==> src/rtl/axi_master_bridge.sv <==
// axi_master_bridge: single-outstanding AXI4 master. It takes one flat
// request from the IF/MEM arbiter, runs it as a single-beat INCR burst on
// AR/R or AW/W/B, and returns a one-cycle tagged response. Write data and
// strobes are moved onto their byte lanes. Read data is right-justified.
module axi_master_bridge #(
    parameter int ID_W = 4
) (
    input  logic            clock,
    input  logic            reset,

    input  logic            req_valid,
    output logic            req_ready,
    input  logic            req_wr,
    input  logic [31:0]     req_addr,
    input  logic [1:0]      req_size,
    input  logic [63:0]     req_wdata,
    input  logic [ID_W-1:0] req_id,

    output logic            resp_valid,
    output logic [ID_W-1:0] resp_id,
    output logic [63:0]     resp_rdata,
    output logic            resp_err,

    output logic            aw_valid,
    input  logic            aw_ready,
    output logic [31:0]     aw_addr,
    output logic [ID_W-1:0] aw_id,
    output logic [7:0]      aw_len,
    output logic [2:0]      aw_size,
    output logic [1:0]      aw_burst,

    output logic            w_valid,
    input  logic            w_ready,
    output logic [63:0]     w_data,
    output logic [7:0]      w_strb,
    output logic            w_last,

    input  logic            b_valid,
    output logic            b_ready,
    input  logic [1:0]      b_resp,
    input  logic [ID_W-1:0] b_id,

    output logic            ar_valid,
    input  logic            ar_ready,
    output logic [31:0]     ar_addr,
    output logic [ID_W-1:0] ar_id,
    output logic [7:0]      ar_len,
    output logic [2:0]      ar_size,
    output logic [1:0]      ar_burst,

    input  logic            r_valid,
    output logic            r_ready,
    input  logic [63:0]     r_data,
    input  logic [1:0]      r_resp,
    input  logic            r_last,
    input  logic [ID_W-1:0] r_id
);

    typedef enum logic [2:0] {IDLE, MIS, AR, R, AW_W, B, RESP} state_t;

    state_t          state;
    state_t          state_next;

    logic [31:0]     addr_q;
    logic [1:0]      size_q;
    logic [ID_W-1:0] id_q;
    logic [63:0]     wdata_q;
    logic [7:0]      wstrb_q;
    logic [63:0]     rdata_q;
    logic            err_q;
    logic            aw_done;
    logic            w_done;

    // With only one transaction ever in flight, the returned IDs and RLAST
    // carry no information, so they are deliberately left unused.
    logic            unused_axi;
    assign unused_axi = ^{b_id, r_id, r_last};

    function automatic logic misaligned(input logic [1:0] size, input logic [2:0] off);
        logic bad;
        bad = 1'b0;
        case (size)
            2'b01:   bad = off[0];
            2'b10:   bad = |off[1:0];
            2'b11:   bad = |off;
            default: bad = 1'b0;
        endcase
        return bad;
    endfunction

    function automatic logic [7:0] strb_base(input logic [1:0] size);
        logic [7:0] s;
        s = 8'h01;
        case (size)
            2'b00:   s = 8'h01;
            2'b01:   s = 8'h03;
            2'b10:   s = 8'h0F;
            default: s = 8'hFF;
        endcase
        return s;
    endfunction

    function automatic logic [63:0] size_mask(input logic [1:0] size);
        logic [63:0] m;
        m = 64'hFF;
        case (size)
            2'b00:   m = 64'h0000_0000_0000_00FF;
            2'b01:   m = 64'h0000_0000_0000_FFFF;
            2'b10:   m = 64'h0000_0000_FFFF_FFFF;
            default: m = 64'hFFFF_FFFF_FFFF_FFFF;
        endcase
        return m;
    endfunction

    // State register; reset abandons any transaction and drops all valids.
    always_ff @(posedge clock) begin
        if (reset) begin
            state <= IDLE;
        end else begin
            state <= state_next;
        end
    end

    // Request latch, lane alignment, handshake tracking and response capture.
    always_ff @(posedge clock) begin
        if (reset) begin
            addr_q  <= '0;
            size_q  <= '0;
            id_q    <= '0;
            wdata_q <= '0;
            wstrb_q <= '0;
            rdata_q <= '0;
            err_q   <= 1'b0;
            aw_done <= 1'b0;
            w_done  <= 1'b0;
        end else begin
            case (state)
                IDLE: begin
                    if (req_valid) begin
                        addr_q  <= req_addr;
                        size_q  <= req_size;
                        id_q    <= req_id;
                        wdata_q <= req_wdata << {req_addr[2:0], 3'b000};
                        wstrb_q <= strb_base(req_size) << req_addr[2:0];
                        rdata_q <= '0;
                        err_q   <= 1'b0;
                        aw_done <= 1'b0;
                        w_done  <= 1'b0;
                    end
                end
                MIS: begin
                    err_q <= 1'b1;
                end
                R: begin
                    if (r_valid) begin
                        rdata_q <= (r_data >> {addr_q[2:0], 3'b000}) & size_mask(size_q);
                        err_q   <= |r_resp;
                    end
                end
                AW_W: begin
                    if (aw_ready) begin
                        aw_done <= 1'b1;
                    end
                    if (w_ready) begin
                        w_done <= 1'b1;
                    end
                end
                B: begin
                    if (b_valid) begin
                        err_q <= |b_resp;
                    end
                end
                default: begin
                end
            endcase
        end
    end

    // Next-state selection and handshake outputs decoded from registered state.
    always_comb begin
        state_next = state;
        req_ready  = 1'b0;
        ar_valid   = 1'b0;
        r_ready    = 1'b0;
        aw_valid   = 1'b0;
        w_valid    = 1'b0;
        b_ready    = 1'b0;
        resp_valid = 1'b0;
        resp_err   = 1'b0;
        case (state)
            IDLE: begin
                req_ready = 1'b1;
                if (req_valid) begin
                    if (misaligned(req_size, req_addr[2:0])) begin
                        state_next = MIS;
                    end else if (req_wr) begin
                        state_next = AW_W;
                    end else begin
                        state_next = AR;
                    end
                end
            end
            MIS: begin
                state_next = RESP;
            end
            AR: begin
                ar_valid = 1'b1;
                if (ar_ready) begin
                    state_next = R;
                end
            end
            R: begin
                r_ready = 1'b1;
                if (r_valid) begin
                    state_next = RESP;
                end
            end
            AW_W: begin
                aw_valid = !aw_done;
                w_valid  = !w_done;
                if ((aw_done || aw_ready) && (w_done || w_ready)) begin
                    state_next = B;
                end
            end
            B: begin
                b_ready = 1'b1;
                if (b_valid) begin
                    state_next = RESP;
                end
            end
            RESP: begin
                resp_valid = 1'b1;
                resp_err   = err_q;
                state_next = IDLE;
            end
            default: begin
                state_next = IDLE;
            end
        endcase
    end

    assign resp_id    = id_q;
    assign resp_rdata = rdata_q;

    assign ar_addr  = addr_q;
    assign ar_id    = id_q;
    assign ar_len   = 8'd0;
    assign ar_size  = {1'b0, size_q};
    assign ar_burst = 2'b01;

    assign aw_addr  = addr_q;
    assign aw_id    = id_q;
    assign aw_len   = 8'd0;
    assign aw_size  = {1'b0, size_q};
    assign aw_burst = 2'b01;

    assign w_data = wdata_q;
    assign w_strb = wstrb_q;
    assign w_last = 1'b1;

endmodule

==> config.mk <==
export PLATFORM = sky130hd
export DESIGN_NAME = axi_master_bridge
export DESIGN_NICKNAME = d
export VERILOG_FILES = /design/src/rtl/axi_master_bridge.sv
export SDC_FILE = /design/constraint.sdc
export NUM_CORES = 1
export LEC_CHECK = 0
export ABC_AREA = 1
export CORE_AREA = 2 2 167 169
export DETAILED_ROUTE_END_ITERATION = 10
export DIE_AREA = 0 0 169 171
export GPL_TIMING_DRIVEN = 0
export PLACE_DENSITY = 0.81
export SLEW_MARGIN = 20
export SYNTH_ARGS = -nofsm -noshare
export SYNTH_HDL_FRONTEND = slang
export SYNTH_SLANG_ARGS = --single-unit
==> constraint.sdc <==
create_clock -name clock -period 2 [get_ports clock]
set_input_delay 0.4 -clock clock [delete_from_list [all_inputs] [get_ports clock]]
set_output_delay 0.4 -clock clock [all_outputs]
set_load 0.02 [all_outputs]
* Word level (Yosys, flattened, before mapping)
Cells that the tools add are included. Widths: inputs -> output; s select.
Word-level totals: register bits 180, bits of input ports 188, output and inout port bits 247, logic and storage cells 91
Cells by class: equal/unequal tests 18, shift operators 3, multiplexer cells 38, bitwise logic cells 1, reductions and logical operators 21
Operators by type and width (count):
- $mux 64 | 5
- $pmux 64 s3 | 1
- $pmux 64 s2 | 1
- $and 64x64->64 | 1
- $shl 64x6->64 | 1
- $shr 64x6->64 | 1
- $mux 8 | 3
- $pmux 8 s3 | 1
- $mux 3 | 7
- $pmux 3 s6 | 1
- $mux 1 | 15
- $ne 2x2->1 const B | 7
- $eq 3x3->1 const B | 3
- $reduce_and 3->1 | 3
- $shl 8x3->8 | 1
- $eq 2x2->1 const B | 3
- $eq 3x2->1 const B | 2
- $reduce_or 2->1 | 3
- $reduce_and 5->1 | 1
- $eq 2x1->1 const B | 2
- $logic_not 2->1 | 2
- $pmux 1 s2 | 2
- $pmux 1 s4 | 1
- $reduce_and 4->1 | 1
- 10 further kinds | 13

* Logic depth before layout (Yosys ltp)
depth after elaboration 8, gate-level depth with buffers 11, depth with buffers taken out 9

* Least setup slack after synthesis
No wires, ideal clock.
kind reg-to-reg, start register addr_q[0] (netlist: ar_addr[0]), end register rdata_q[4] (netlist: resp_rdata[4]), setup time 0.132 ns, arrival 1.425 ns, required time 1.868 ns, setup slack 0.443 ns, stages on the path, launching flop included 9, path buffers 1, clock period less this slack 1.557 ns, cells stage by stage dfxtp_1 > clkinv_1 > clkbuf_1 > o21ai_0 > nand2_1 > nand3_1 > nand2_1 > nand2_1 > a21oi_1
Between the ends: word-level cells in the longest chain between the ends 4
RTL lines:
- start: declaration | line 64 | logic [31:0] addr_q;
- start signal: assignment | line 140 | addr_q <= req_addr;
- $shr 64x6->64 | line 156 | rdata_q <= (r_data >> {addr_q[2:0], 3'b000}) & size_mask(size_q);
- $and 64x64->64 | line 156
- $mux 64 | line 155 | if (r_valid) begin
- $pmux 64 s2 | line 137 | case (state)
- end signal: assignment | line 156
- end: declaration | line 69 | logic [63:0] rdata_q;
No other way between the ends. The select of a mux whose other input is x is not followed. A chain may end at the register's enable or synchronous reset.

* Worst setup path after layout
start register addr_q[12] (netlist: ar_addr[12]), end output port aw_addr[12]
RTL lines:
- end: declaration | line 26 | output logic [31:0] aw_addr,
No word-level cell between the ends.

==> impl_metrics.ini <==
[global_route]
grt_pass1_vias = 12400
grt_pass1_wl_mm = 75.1
grt_use_total = 0.349
grt_overflow_total = 0
grt_antenna_before_repair = 2
grt_max_degree = 20

[layout]
fin_cells = 2407
nNetsFinal = 2233
fillers = 2712
final_area_um2 = 15400
drive_gt1_frac = 0.0977
syn2layout_area_growth_pct = 50.4

[hold_path]
hold_path.class = flip-flop to flip-flop
hp-start = err_q
hold-path-endpoint = err_q
worstHoldPathCells = 2

[clocking]
cts_hold_buf = 0
cts_tree = yes
cts_root_buf = clkbuf_16
cts_buffers = 17
clkTransAtPathRegs_ns = 0.08
htree_num_levels = 4
clock_path_buffers = 2
clkSinkCount = 180
clk_latency_ns = 0.46

[synthesis]
syn_area_per_cell_um2 = 6.36
synth_area_leaders = dfxtp_1 35%, nand2_1 19%, o21ai_0 7.0%, a21oi_1 6.3%, nand3_1 6.0%
ys_types = 33
yosysSeqAreaShare = 0.353
synth_top_cell_by_area = dfxtp_1
synth_top_cell_area_share = 0.353
yosysWarnings = 0
netlist_instances = 1606
ys_ff_latch = 180
async_flop_share = 0
synth_area_um2 = 10200
synth-edff-count = 0
ys.flop_type = dfxtp_1

[sta]
tightest_slew_ns = 0.926
max_freq_ghz = 0.507
min_period_over_period = 0.985
setup_ws_ns = 0.0295
period_needed_ns = 1.97
tns_ns = 0
hold_viol = 0
relSlewSlack = 0.376
finalMaxSlewViolations = 0
skew_ns = 0.0147
setup_viol = 0

[worst_setup_path]
end_kind = output pin
crit_chain = buf_4 > clkdlybuf4s50_1
r2r_start = ar_addr[1]
crit_path_start_kind = flip-flop
timing.rr.end = resp_rdata[21]
crit_arrival_ns = 1.57
crit_fanout = 3
rr_worst_depth = 8
cp.required_ns = 1.60
cpMaxStageDelayCell = clkdlybuf4s50_1
critical_path_class = flip-flop to output pin
reg2reg_setup_slack_ns = 0.06
slowest_delay_ns = 0.59
cp-startpoint = ar_addr[12]

[place]
hpwl_mm = 41.1
dp.cells = 2372
placed_area_um2 = 14700
io_buffers = 399
gp_congestion = 1.02
pre_cts_ws_ns = -0.311

[routing]
drc = 0
drt_pass1_iterations = 6
routed_wl_mm = 51.7
dr.first_iter.drc_count = 1300
ant_nets = 0
vias = 12900
wl_per_cell_um = 21.5
viasPerCell = 5.36

[floorplanning]
dieArea_um2 = 28900
io_pins = 435
core-area_um2 = 27300
dieWidth_um = 169
row_count = 61
start_util = 0.374
die_height_um = 171

[power_and_ir_drop]
leakage_uw = 0.00657
powerDensity_nw_per_um2 = 1090
power_uw = 16700
ir_drop_mv = 0.678

[flow_run]
maxCapViolCount = 0

[outcome]
status = complete, no violations
placed cells by master (no fill, tap or decap), types with 23 or more instances in the layout:
cell type,instances
a21oi_1,128
inv_1,81
dfxtp_1,174
nand3_1,123
o21ai_0,137
buf_2,35
a22oi_1,24
nand2_1,521
conb_1,23
nor2_1,129
buf_4,73
clkbuf_1,56
clkdlybuf4s50_1,379
power breakdown:
| group | total (uW) | switching (uW) | internal, uW |
|---|---|---|---|
| registers | 4540 | 460 | 4080 |
| clock network | 3460 | 1780 | 1680 |
| logic | 8700 | 5400 | 3310 |
timing repair:
item	CTS	global route
endpoints found under the hold margin	0	0
resized for setup	35	35
cloned	0	0
setup endpoints to repair	50	45
setup buffers	0	0
Yosys cell counts, types with 12 or more instances:
cell / n
nand2_1: 522
dfxtp_1: 180
o21ai_0: 143
nor2_1: 132
a21oi_1: 129
nand3_1: 123
inv_1: 81
buf_4: 70
clkbuf_1: 57
buf_2: 40
a22oi_1: 24
o211ai_1: 21
a31oi_1: 12
critical path, delay by kind of cell (launching register included):
family / cells / cell delay (ns)
buffers and inverters: 2 / 0.72
DFF: 1 / 0.40
cells by family (layout without fill, tap and decap cells):
logic type	count (synthesis)	in the layout	share of synthesized area
AOI/OAI and AO/OA	337	337	0.179
buffers and inverters	269	700	0.138
DFF	180	180	0.353
muxes	4	4	0.00392
other	2	26	0.000735
and+or+nand+nor	814	814	0.326
area by class of cell:
cell class / instances / area, um2 / area share
diodes: 3 / 7.51 / 0.000488
flip-flops and latches: 180 / 3610 / 0.235
clock buffers: 18 / 429 / 0.0279
clock inverters: 14 / 151 / 0.00985
inverters: 89 / 337 / 0.0219
plain buffers: 180 / 1090 / 0.0708
repair buffers: 399 / 3990 / 0.260
well taps: 346 / 433 / 0.0282
multi-input cells: 1178 / 5320 / 0.346
state kept, by name, indices dropped and copies added, names as in the netlist:
register / flops
state: 3
size_q: 2
ar_addr: 32
w_data: 64
aw_done: 1
w_done: 1
w_strb: 8
ar_id: 4
err_q: 1
resp_rdata: 64
metal layers:
layer,vias to the layer above,share of wire,global-route usage
met3,149,0.098,0.0953
met5,-,0.00025,0
met2,763,0.45,0.575
met4,2,0.059,0.190
li1,6033,-,-
met1,5956,0.39,0.414
worst max path at each step:
stage	cells after the start	slack, ns	end
3_5_place_dp	5	-0.31	resp_rdata[15]
2_1_floorplan	8	0.44	resp_rdata[4]
3_3_place_gp	8	-0.33	resp_rdata[10]
4_1_cts	3	0.0006	resp_err
5_1_grt	2	-0.002	aw_addr[31]
6_report	2	0.03	aw_addr[12]
metrics by stage:
| stage | hold WS (ns) | utilization |
|---|---|---|
| after floorplan | 0.419 | - |
| after global placement | 0.435 | 0.539 |
| after detailed placement | 0.445 | 0.539 |
| after CTS | 0.456 | 0.561 |
| after global routing | 0.476 | 0.562 |
| final | 0.449 | 0.563 |
Note: power is estimated with default switching activity, not from simulation.
